`src/rtl/pc_sequencer_if.sv`:
```
// Handshake/bus bundle for pc_sequencer: control inputs, targets and PC outputs.
interface pc_sequencer_if #(
    parameter int WIDTH = 32
);
    logic             load;
    logic             branch;
    logic             z_flag;
    logic [15:0]      imm16;
    logic             jump;
    logic [25:0]      jump_index;
    logic             jump_reg;
    logic [WIDTH-1:0] reg_target;
    logic [WIDTH-1:0] pc;
    logic [WIDTH-1:0] pc_plus4;
    logic             in_slot;
    logic             align_err;
    logic             slot_err;

    modport master (
        output load, branch, z_flag, imm16, jump,
        output jump_index, jump_reg, reg_target,
        input  pc, pc_plus4, in_slot, align_err, slot_err
    );

    modport slave (
        input  load, branch, z_flag, imm16, jump,
        input  jump_index, jump_reg, reg_target,
        output pc, pc_plus4, in_slot, align_err, slot_err
    );
endinterface

```
`src/rtl/pc_sequencer.sv`:
```
// MIPS program-counter unit: PC register, incrementer, branch/jump targets
// and an optional one-instruction branch-delay-slot sequencer.
module pc_sequencer #(
    parameter int               WIDTH        = 32,
    parameter logic [WIDTH-1:0] RESET_VECTOR = '0,
    parameter int               INC          = 4,
    parameter bit               DELAY_SLOT   = 1'b1
) (
    input  logic           clk,
    input  logic           rst_n,
    pc_sequencer_if.slave  bus
);
    typedef enum logic {RUN, SLOT} state_t;

    state_t           r_state;
    logic [WIDTH-1:0] r_pc;
    logic [WIDTH-1:0] r_target;
    logic             r_in_slot;
    logic             r_align_err;
    logic             r_slot_err;

    logic [WIDTH-1:0] w_pc_plus4;
    logic [WIDTH-1:0] w_br_off;
    logic [WIDTH-1:0] w_br_tgt;
    logic [WIDTH-1:0] w_j_tgt;
    logic [WIDTH-1:0] w_jr_tgt;
    logic [WIDTH-1:0] w_target;
    logic             w_taken;
    logic             w_req;
    logic             w_misalign;

    assign w_pc_plus4 = r_pc + WIDTH'(INC);
    assign w_br_off   = {{(WIDTH-18){bus.imm16[15]}},
                         bus.imm16, 2'b00};
    assign w_br_tgt   = w_pc_plus4 + w_br_off;
    assign w_j_tgt    = {w_pc_plus4[WIDTH-1:28],
                         bus.jump_index, 2'b00};
    assign w_jr_tgt   = {bus.reg_target[WIDTH-1:2], 2'b00};
    assign w_taken    = bus.branch & bus.z_flag;
    assign w_req      = bus.jump_reg | bus.jump | w_taken;
    assign w_misalign = bus.jump_reg &
                        (|bus.reg_target[1:0]);

    // Overlapping requests resolve jump_reg > jump > branch.
    always_comb begin
        w_target = w_br_tgt;
        priority case (1'b1)
            bus.jump_reg: w_target = w_jr_tgt;
            bus.jump:     w_target = w_j_tgt;
            default:      w_target = w_br_tgt;
        endcase
    end

    always_ff @(posedge clk or negedge rst_n) begin
        if (!rst_n) begin
            r_state     <= RUN;
            r_pc        <= RESET_VECTOR;
            r_target    <= '0;
            r_in_slot   <= 1'b0;
            r_align_err <= 1'b0;
            r_slot_err  <= 1'b0;
        end else begin
            r_align_err <= 1'b0;
            if (bus.load) begin
                unique case (r_state)
                    RUN: begin
                        if (w_req) begin
                            r_align_err <= w_misalign;
                            if (DELAY_SLOT) begin
                                r_target  <= w_target;
                                r_pc      <= w_pc_plus4;
                                r_state   <= SLOT;
                                r_in_slot <= 1'b1;
                            end else begin
                                r_pc <= w_target;
                            end
                        end else begin
                            r_pc <= w_pc_plus4;
                        end
                    end
                    SLOT: begin
                        // A second redirect cannot be honoured here.
                        r_pc      <= r_target;
                        r_state   <= RUN;
                        r_in_slot <= 1'b0;
                        if (w_req)
                            r_slot_err <= 1'b1;
                    end
                    default: begin
                        r_state <= RUN;
                    end
                endcase
            end
        end
    end

    assign bus.pc        = r_pc;
    assign bus.pc_plus4  = w_pc_plus4;
    assign bus.in_slot   = r_in_slot;
    assign bus.align_err = r_align_err;
    assign bus.slot_err  = r_slot_err;
endmodule
```
`src/flat_wrapper.sv`:
```
// flat-port wrapper written by rule: the top's interface ports become plain ports
module pc_sequencer_flat 
#(
    parameter int               WIDTH        = 32,
    parameter logic [WIDTH-1:0] RESET_VECTOR = '0,
    parameter int               INC          = 4,
    parameter bit               DELAY_SLOT   = 1'b1
)
  (clk, rst_n, bus_load, bus_branch, bus_z_flag, bus_imm16, bus_jump, bus_jump_index, bus_jump_reg, bus_reg_target, bus_pc, bus_pc_plus4, bus_in_slot, bus_align_err, bus_slot_err);
  pc_sequencer_if #(.WIDTH(WIDTH)) bus_i ();
  input  logic clk;
  input  logic rst_n;
  input wire logic [$bits(bus_i.load)-1:0] bus_load;
  input wire logic [$bits(bus_i.branch)-1:0] bus_branch;
  input wire logic [$bits(bus_i.z_flag)-1:0] bus_z_flag;
  input wire logic [$bits(bus_i.imm16)-1:0] bus_imm16;
  input wire logic [$bits(bus_i.jump)-1:0] bus_jump;
  input wire logic [$bits(bus_i.jump_index)-1:0] bus_jump_index;
  input wire logic [$bits(bus_i.jump_reg)-1:0] bus_jump_reg;
  input wire logic [$bits(bus_i.reg_target)-1:0] bus_reg_target;
  output wire logic [$bits(bus_i.pc)-1:0] bus_pc;
  output wire logic [$bits(bus_i.pc_plus4)-1:0] bus_pc_plus4;
  output wire logic [$bits(bus_i.in_slot)-1:0] bus_in_slot;
  output wire logic [$bits(bus_i.align_err)-1:0] bus_align_err;
  output wire logic [$bits(bus_i.slot_err)-1:0] bus_slot_err;
  assign bus_i.load = bus_load;
  assign bus_i.branch = bus_branch;
  assign bus_i.z_flag = bus_z_flag;
  assign bus_i.imm16 = bus_imm16;
  assign bus_i.jump = bus_jump;
  assign bus_i.jump_index = bus_jump_index;
  assign bus_i.jump_reg = bus_jump_reg;
  assign bus_i.reg_target = bus_reg_target;
  assign bus_pc = bus_i.pc;
  assign bus_pc_plus4 = bus_i.pc_plus4;
  assign bus_in_slot = bus_i.in_slot;
  assign bus_align_err = bus_i.align_err;
  assign bus_slot_err = bus_i.slot_err;
  pc_sequencer #(.WIDTH(WIDTH), .RESET_VECTOR(RESET_VECTOR), .INC(INC), .DELAY_SLOT(DELAY_SLOT)) u_core (.clk(clk), .rst_n(rst_n), .bus(bus_i));
endmodule
```
`config.mk`:
```
export PLATFORM = sky130hd
export DESIGN_NAME = pc_sequencer_flat
export DESIGN_NICKNAME = d
export VERILOG_FILES = /design/src/rtl/pc_sequencer_if.sv /design/src/rtl/pc_sequencer.sv /design/src/flat_wrapper.sv
export SDC_FILE = /design/constraint.sdc
export NUM_CORES = 1
export LEC_CHECK = 0
export ABC_AREA = 1
export BUFFER_PORTS_ARGS = -buffer_cell sky130_fd_sc_hd__clkbuf_2
export CAP_MARGIN = 15
export CORE_ASPECT_RATIO = 0.7
export CORE_MARGIN = 2
export CORE_UTILIZATION = 50
export DETAILED_ROUTE_END_ITERATION = 8
export HOLD_SLACK_MARGIN = 0.03
export PLACE_DENSITY = 0.77
export SYNTH_ARGS = -nofsm -noshare
export SYNTH_HDL_FRONTEND = slang
export SYNTH_SLANG_ARGS = --single-unit
```
`constraint.sdc`:
```
create_clock -name clk -period 3.35 [get_ports clk]
set_clock_uncertainty 0.15 [all_clocks]
set_input_delay 0.5025 -clock clk [delete_from_list [all_inputs] [get_ports clk]]
set_output_delay 0.5025 -clock clk [all_outputs]
set_load 0.01 [all_outputs]
```
# Word level (Yosys, flattened, before mapping)
# Index checks and enable logic that the tools add are counted.
[op_classes]
reduce_logical = 4
n_eq_ne = 1
n_addsub = 2
bitwise_logic = 5
mux = 10
[op_table]
columns = ["operator", "n"]
rows = [
  ["$mux W32", 2],
  ["$pmux W32 S2", 1],
  ["$add A32 B3 Y32 const B", 1],
  ["$add A32 B32 Y32", 1],
  ["$reduce_and A3 Y1", 2],
  ["$mux W1", 5],
  ["$pmux W1 S2", 2],
  ["$and A1 B1 Y1", 2],
  ["$ne A2 B1 Y1 const B", 1],
  ["$or A1 B1 Y1", 2],
  ["$reduce_and A2 Y1", 1],
  ["$reduce_or A2 Y1", 1],
  ["$not A1 Y1", 1],
]
[word_totals]
register_bits = 68
output_inout_bits = 67
in_bits = 81

# Longest topological paths before layout
[logic_depth]
depth_word = 5
ltp_mapped = 25
ltp_nobuf = 25

# Least setup slack after synthesis
# Ideal clock, no wire load.
[synth_timing]
path_type = "register to register"
startpoint = "register u_core.r_pc[2], in the netlist u_core.bus.pc[2]"
endpoint = "register u_core.r_target[29]"
arrival_ns = 2.667
path_slack_ns = 0.416
stages_incl_launch_ff = 22
synth_period_minus_slack_ns = 2.934
required_time_ns = 3.084
n_path_buf = 0
setup_time_ns = 0.116
path_cell_list = "dfrtp_1 -> ha_1 -> nand2_1 -> inv_1 -> nand2_2 -> nor2_4 -> nand3_2 -> nor2_2 -> nand2_1 -> xor2_1 -> inv_1 -> ha_1 -> a21oi_1 -> nor2_1 -> nor2_1 -> nand2_1 -> a21oi_1 -> nand3_1 -> nand3_1 -> nand2_1 -> nand2_1 -> nand2_1"
[synth_via]
elab_chain_len = 4
[synth_rtl]
columns = ["item", "line", "source"]
rows = [
  ["from (decl)", "pc_sequencer.sv:16", "logic [WIDTH-1:0] r_pc;"],
  ["from (signal assigned)", "pc_sequencer.sv:71", "r_pc <= w_pc_plus4;"],
  ["from (signal assigned)", "pc_sequencer.sv:75", "r_pc <= w_target;"],
  ["from (signal assigned)", "pc_sequencer.sv:78", "r_pc <= w_pc_plus4;"],
  ["$add A32 B3 Y32", "pc_sequencer.sv:32", "assign w_pc_plus4 = r_pc + WIDTH'(INC);"],
  ["net bus_pc_plus4[26]", "flat_wrapper.sv:22", "output wire logic [$bits(bus_i.pc_plus4)-1:0] bus_pc_plus4;"],
  ["$add A32 B32 Y32", "pc_sequencer.sv:35", "assign w_br_tgt = w_pc_plus4 + w_br_off;"],
  ["$mux W32 (2 in series)", "pc_sequencer.sv:47", "priority case (1'b1)"],
  ["to (signal assigned)", "pc_sequencer.sv:70", "r_target <= w_target;"],
  ["to (decl)", "pc_sequencer.sv:17", "logic [WIDTH-1:0] r_target;"],
]
# The timed path passes the listed nets, and every way through them passes these cells.
# A chain may end at the register's enable or synchronous reset.

# Final worst setup path
[layout_timing]
startpoint = "register u_core.r_pc[2], in the netlist u_core.bus.pc[2]"
endpoint = "register u_core.r_target[18]"
[layout_via]
elab_chain_len = 4
[layout_rtl]
columns = ["item", "line"]
rows = [
  ["$add A32 B3 Y32", "pc_sequencer.sv:32"],
  ["$add A32 B32 Y32", "pc_sequencer.sv:35"],
  ["$mux W32 (2 in series)", "pc_sequencer.sv:47"],
]
# No other way between the ends.

==> summary.txt <==
Critical path
  • Crit path largest cell delay: ~0.36 ns
  • R2r worst-path depth: 19
  • CP arrival: about 3.4 ns
  • Data required, critical path: between 3 and 4 ns
  • CP Class: reg -> reg
  • CP Cell Sequence: ha_2 -> nand2_1 -> inv_1 -> nand2_2 -> nor2_4 -> nand3_2 -> xnor2_1 -> ha_1 -> nand2_1 -> nor2_1 -> inv_1 -> nor3_1 -> buf_4 -> and2_1 -> o21ai_0 -> nand3_1 -> nand2_1 -> nand2_1 -> nand2_1
  • Max Fanout on Critical Path: 5
  • CP max stage cell: dfrtp_1
  • Critical Path Source Type: flop
  • Delay-heaviest family, CP: simple AND/OR/NAND/NOR gates
  • Critical Path End Type: flop
  • WP depth: 19
  • Buf/Inv on CP: 3
  • Most numerous cell on the critical path: nand2_1

Yosys
  • Syn Nets: 1160
  • FF+latch count, synth: 68
  • Main synth FF type: dfrtp_1
  • Mean Syn Cell Area: between 6 and 7 µm²
  • Number of enable flip-flop cells after synthesis: 0
  • Ys Warns: 0
  • Post-synthesis sequential area ratio: a little over a quarter
  • Multiplexer area fraction after synthesis: 0%
  • Netlist Area Pre-Place: between 6000 and 7000 µm²
  • Post-Synth XOR/XNOR Area: a little over 3%
  • Synth Area in Simple Gates: 40.58%
  • Synth Area in Compound Gates: a little under an eighth
  • Post-Synth Adder-Cell Area: about 7.4%
  • Cells after synthesis: approximately 1000
  • Async S/R FF share, synth: between 90% and 100%
  • Synth cell types: 45
  • Largest family of logic cells by synthesized area: simple AND/OR/NAND/NOR gates

Layout
  • Share of cells above drive strength 1: about a quarter
  • Cell area after layout: ~8100 µm²
  • Ant. Diodes: 0
  • Final #Nets: 1345
  • Post-route core utilization: around two thirds
  • Area grow syn2layout: 26.77%

STA
  • Fmax: 305.7 MHz
  • Fin. Hold Viols: 0
  • RSZ-0062 raised after global routing: true
  • Setup TNS: 0 ns
  • Slew HR: between 30 and 40%
  • Fin Hold WS: 0.1036 ns
  • Final setup viols: 0
  • Max Slew Vio Count: 0
  • PnR worst setup slack: just under 0.08 ns
  • Fin crit share: about 100%
  • Worst slew pin tran: 1.047 ns
  • Min Clock Period, post-route: around 3.3 ns

Die
  • FP Rows: 34
  • Chip Height: between 90 and 100 µm
  • Starting density of the core: about half
  • Core footprint: about 12000 µm²
  • Die ar.: around 14000 µm²
  • Die width: 139.1 µm
  • IO Count: roughly 150

Placed design
  • Pre-CTS setup slack: 0.003635 ns
  • Post-DP HPWL: 18690 µm
  • Post-DP Area: around 7600 µm²
  • Input/output buffers: 147
  • Final RePlAce weighted congestion: 1.014

Clock network
  • Reg clk slew, reported paths: around 0.06 ns
  • Worst skew pair latency: between 0.3 and 0.4 ns
  • CTS sink count: roughly 70
  • Total CTS buffers: 9
  • CTS tree: yes
  • Root buf cell: clkbuf_16
  • Clk buf depth: 2
  • H-tree levels: 3

GRT
  • Initial antenna violation count: 0
  • Gr busiest metal: met2
  • Number of global-route vias before repair: 6734
  • Global route total overflow: 0
  • Global-route track usage on met2: around half
  • GRT Total Usage: about 34%
  • Global-route track usage on met3: a little over a tenth
  • First-pass GRT wire length: approximately 36000 µm
  • Largest net degree at the start of global routing: 39
  • Met1 GRT Util: a little under half

Run status
  • Status: finished, final reports clean

Drt
  • Via count: 7490
  • Total routed wirelength: ~23000 µm
  • DRT Pass-1 Iters: 5
  • # DRC: 0
  • Drt initial violations: approximately 550
  • Post-route ant nets: 0
  • Drt via density: between 5 and 6
  • Routed wire per std cell: 16.85 µm

Min path
  • HP Class: in -> async

Run
  • Max Cap Viol: 0

Pwr
  • LEAKAGE: 4.547 nW
  • PwrDens: ~670 nW/µm²
  • Maximum VDD drop: ~0.00041 V
## synth_stat cells, drive strengths merged (14+ instances only)
library cell / number / share of area [%]
o21ai: 28 / 2.2
nor2: 119 / 7.9
nor3: 16 / 1.4
a21oi: 46 / 3.7
xor2: 17 / 2.3
o211ai: 14 / 1.8
inv: 154 / 9.1
nand3: 63 / 5.4
dfrtp: 68 / 27
nand2: 401 / 24
ha: 36 / 7.1
## layer usage
layer / vias to the layer above / routed length (µm)
li1: 3641 / -
met1: 3373 / 10450
met2: 423 / 9589
met3: 53 / 2606
met4: 0 / 829
met5: - / 0
## area by class of cell
cell class,instances,area [µm²]
fill,1125,4365
multi-input combinational,793,4202
sequential,68,1705
timing repair buffer,200,1146
inverter,155,584.3
clock buffer,10,229.0
tap,162,202.7
clock inverter,5,30.03
## worst reg2reg max path, delay by kind of cell (launching register included)
kind / cells / cell delay (ns)
adders and majority gates: 2 / 0.56
xor gates and xnor gates: 1 / 0.34
AOI/OAI and AO/OA: 1 / 0.16
buffers and inverters: 3 / 0.39
DFF: 1 / 0.36
and+or+nand+nor: 12 / 1.27
## placed cells by master, fill, tap and decap left out, drive strengths merged, types with 28 or more instances in the layout
cell / Yosys / routed
nand2: 401 / 401
clkbuf: 13 / 156
inv: 154 / 154
nor2: 119 / 119
dfrtp: 68 / 68
nand3: 63 / 63
buf: 13 / 54
a21oi: 46 / 46
ha: 36 / 36
o21ai: 28 / 28
## power breakdown
part | internal (mW) | switching [mW] | leakage (nW)
Clock | 0.493 | 0.369 | 0.124
Combinational | 1.19 | 2.06 | 3.58
Sequential | 1.06 | 0.231 | 0.843
## registers in the layout (all words and copies together) (netlist names)
register	cells
u_core.r_target	32
u_core.bus.align_err	1
u_core.bus.slot_err	1
u_core.r_state	1
u_core.bus.pc	32
u_core.bus.in_slot	1
## per-stage QoR
step | instances | total power [mW]
after floorplan | 1042 | 3.108
after global routing | 1393 | 5.794
after global placement | 1370 | 4.260
final | 1393 | 5.408
after CTS | 1385 | 5.149
after detailed placement | 1370 | 4.284
## final timing paths
| check | start | endpoint | slack (ns) |
|---|---|---|---|
| setup / recovery | u_core.bus.pc[2]$_DFFE_PN0P_ | u_core.r_target[18]$_DFFE_PN0P_ | 0.08 |
| hold / removal | rst_n | u_core.bus.pc[6]$_DFFE_PN0P_ | 0.10 |
| setup reg to reg | u_core.bus.pc[2]$_DFFE_PN0P_ | u_core.r_target[18]$_DFFE_PN0P_ | 0.08 |
| hold reg to reg | u_core.bus.slot_err$_DFFE_PN0P_ | u_core.bus.slot_err$_DFFE_PN0P_ | 0.33 |
| max in group asynchronous | rst_n | u_core.r_target[22]$_DFFE_PN0P_ | 2.26 |
| min in group clk | bus_reg_target[0] | u_core.bus.align_err$_DFF_PN0_ | 0.26 |
## cell families (layout without fill, tap and decap cells)
group	count (synthesis)	in the layout
and+or+nand+nor	616	616
xor gates and xnor gates	22	22
AOI/OAI and AO/OA	118	118
DFF	68	68
buffers and inverters	181	370
adders and majority gates	37	37
## timing repair
| action | in CTS | in global routing |
|---|---|---|
| endpoints found under the hold margin | 0 | 0 |
| setup endpoints to repair | 2 | 20 |
| buffers inserted | 0 | 8 |
| gates resized for setup | 1 | 49 |
| gates cloned | 0 | 0 |
| hold buffers | 0 | 0 |
| pin swaps | 1 | 11 |
(Power assumes the default switching activity.)
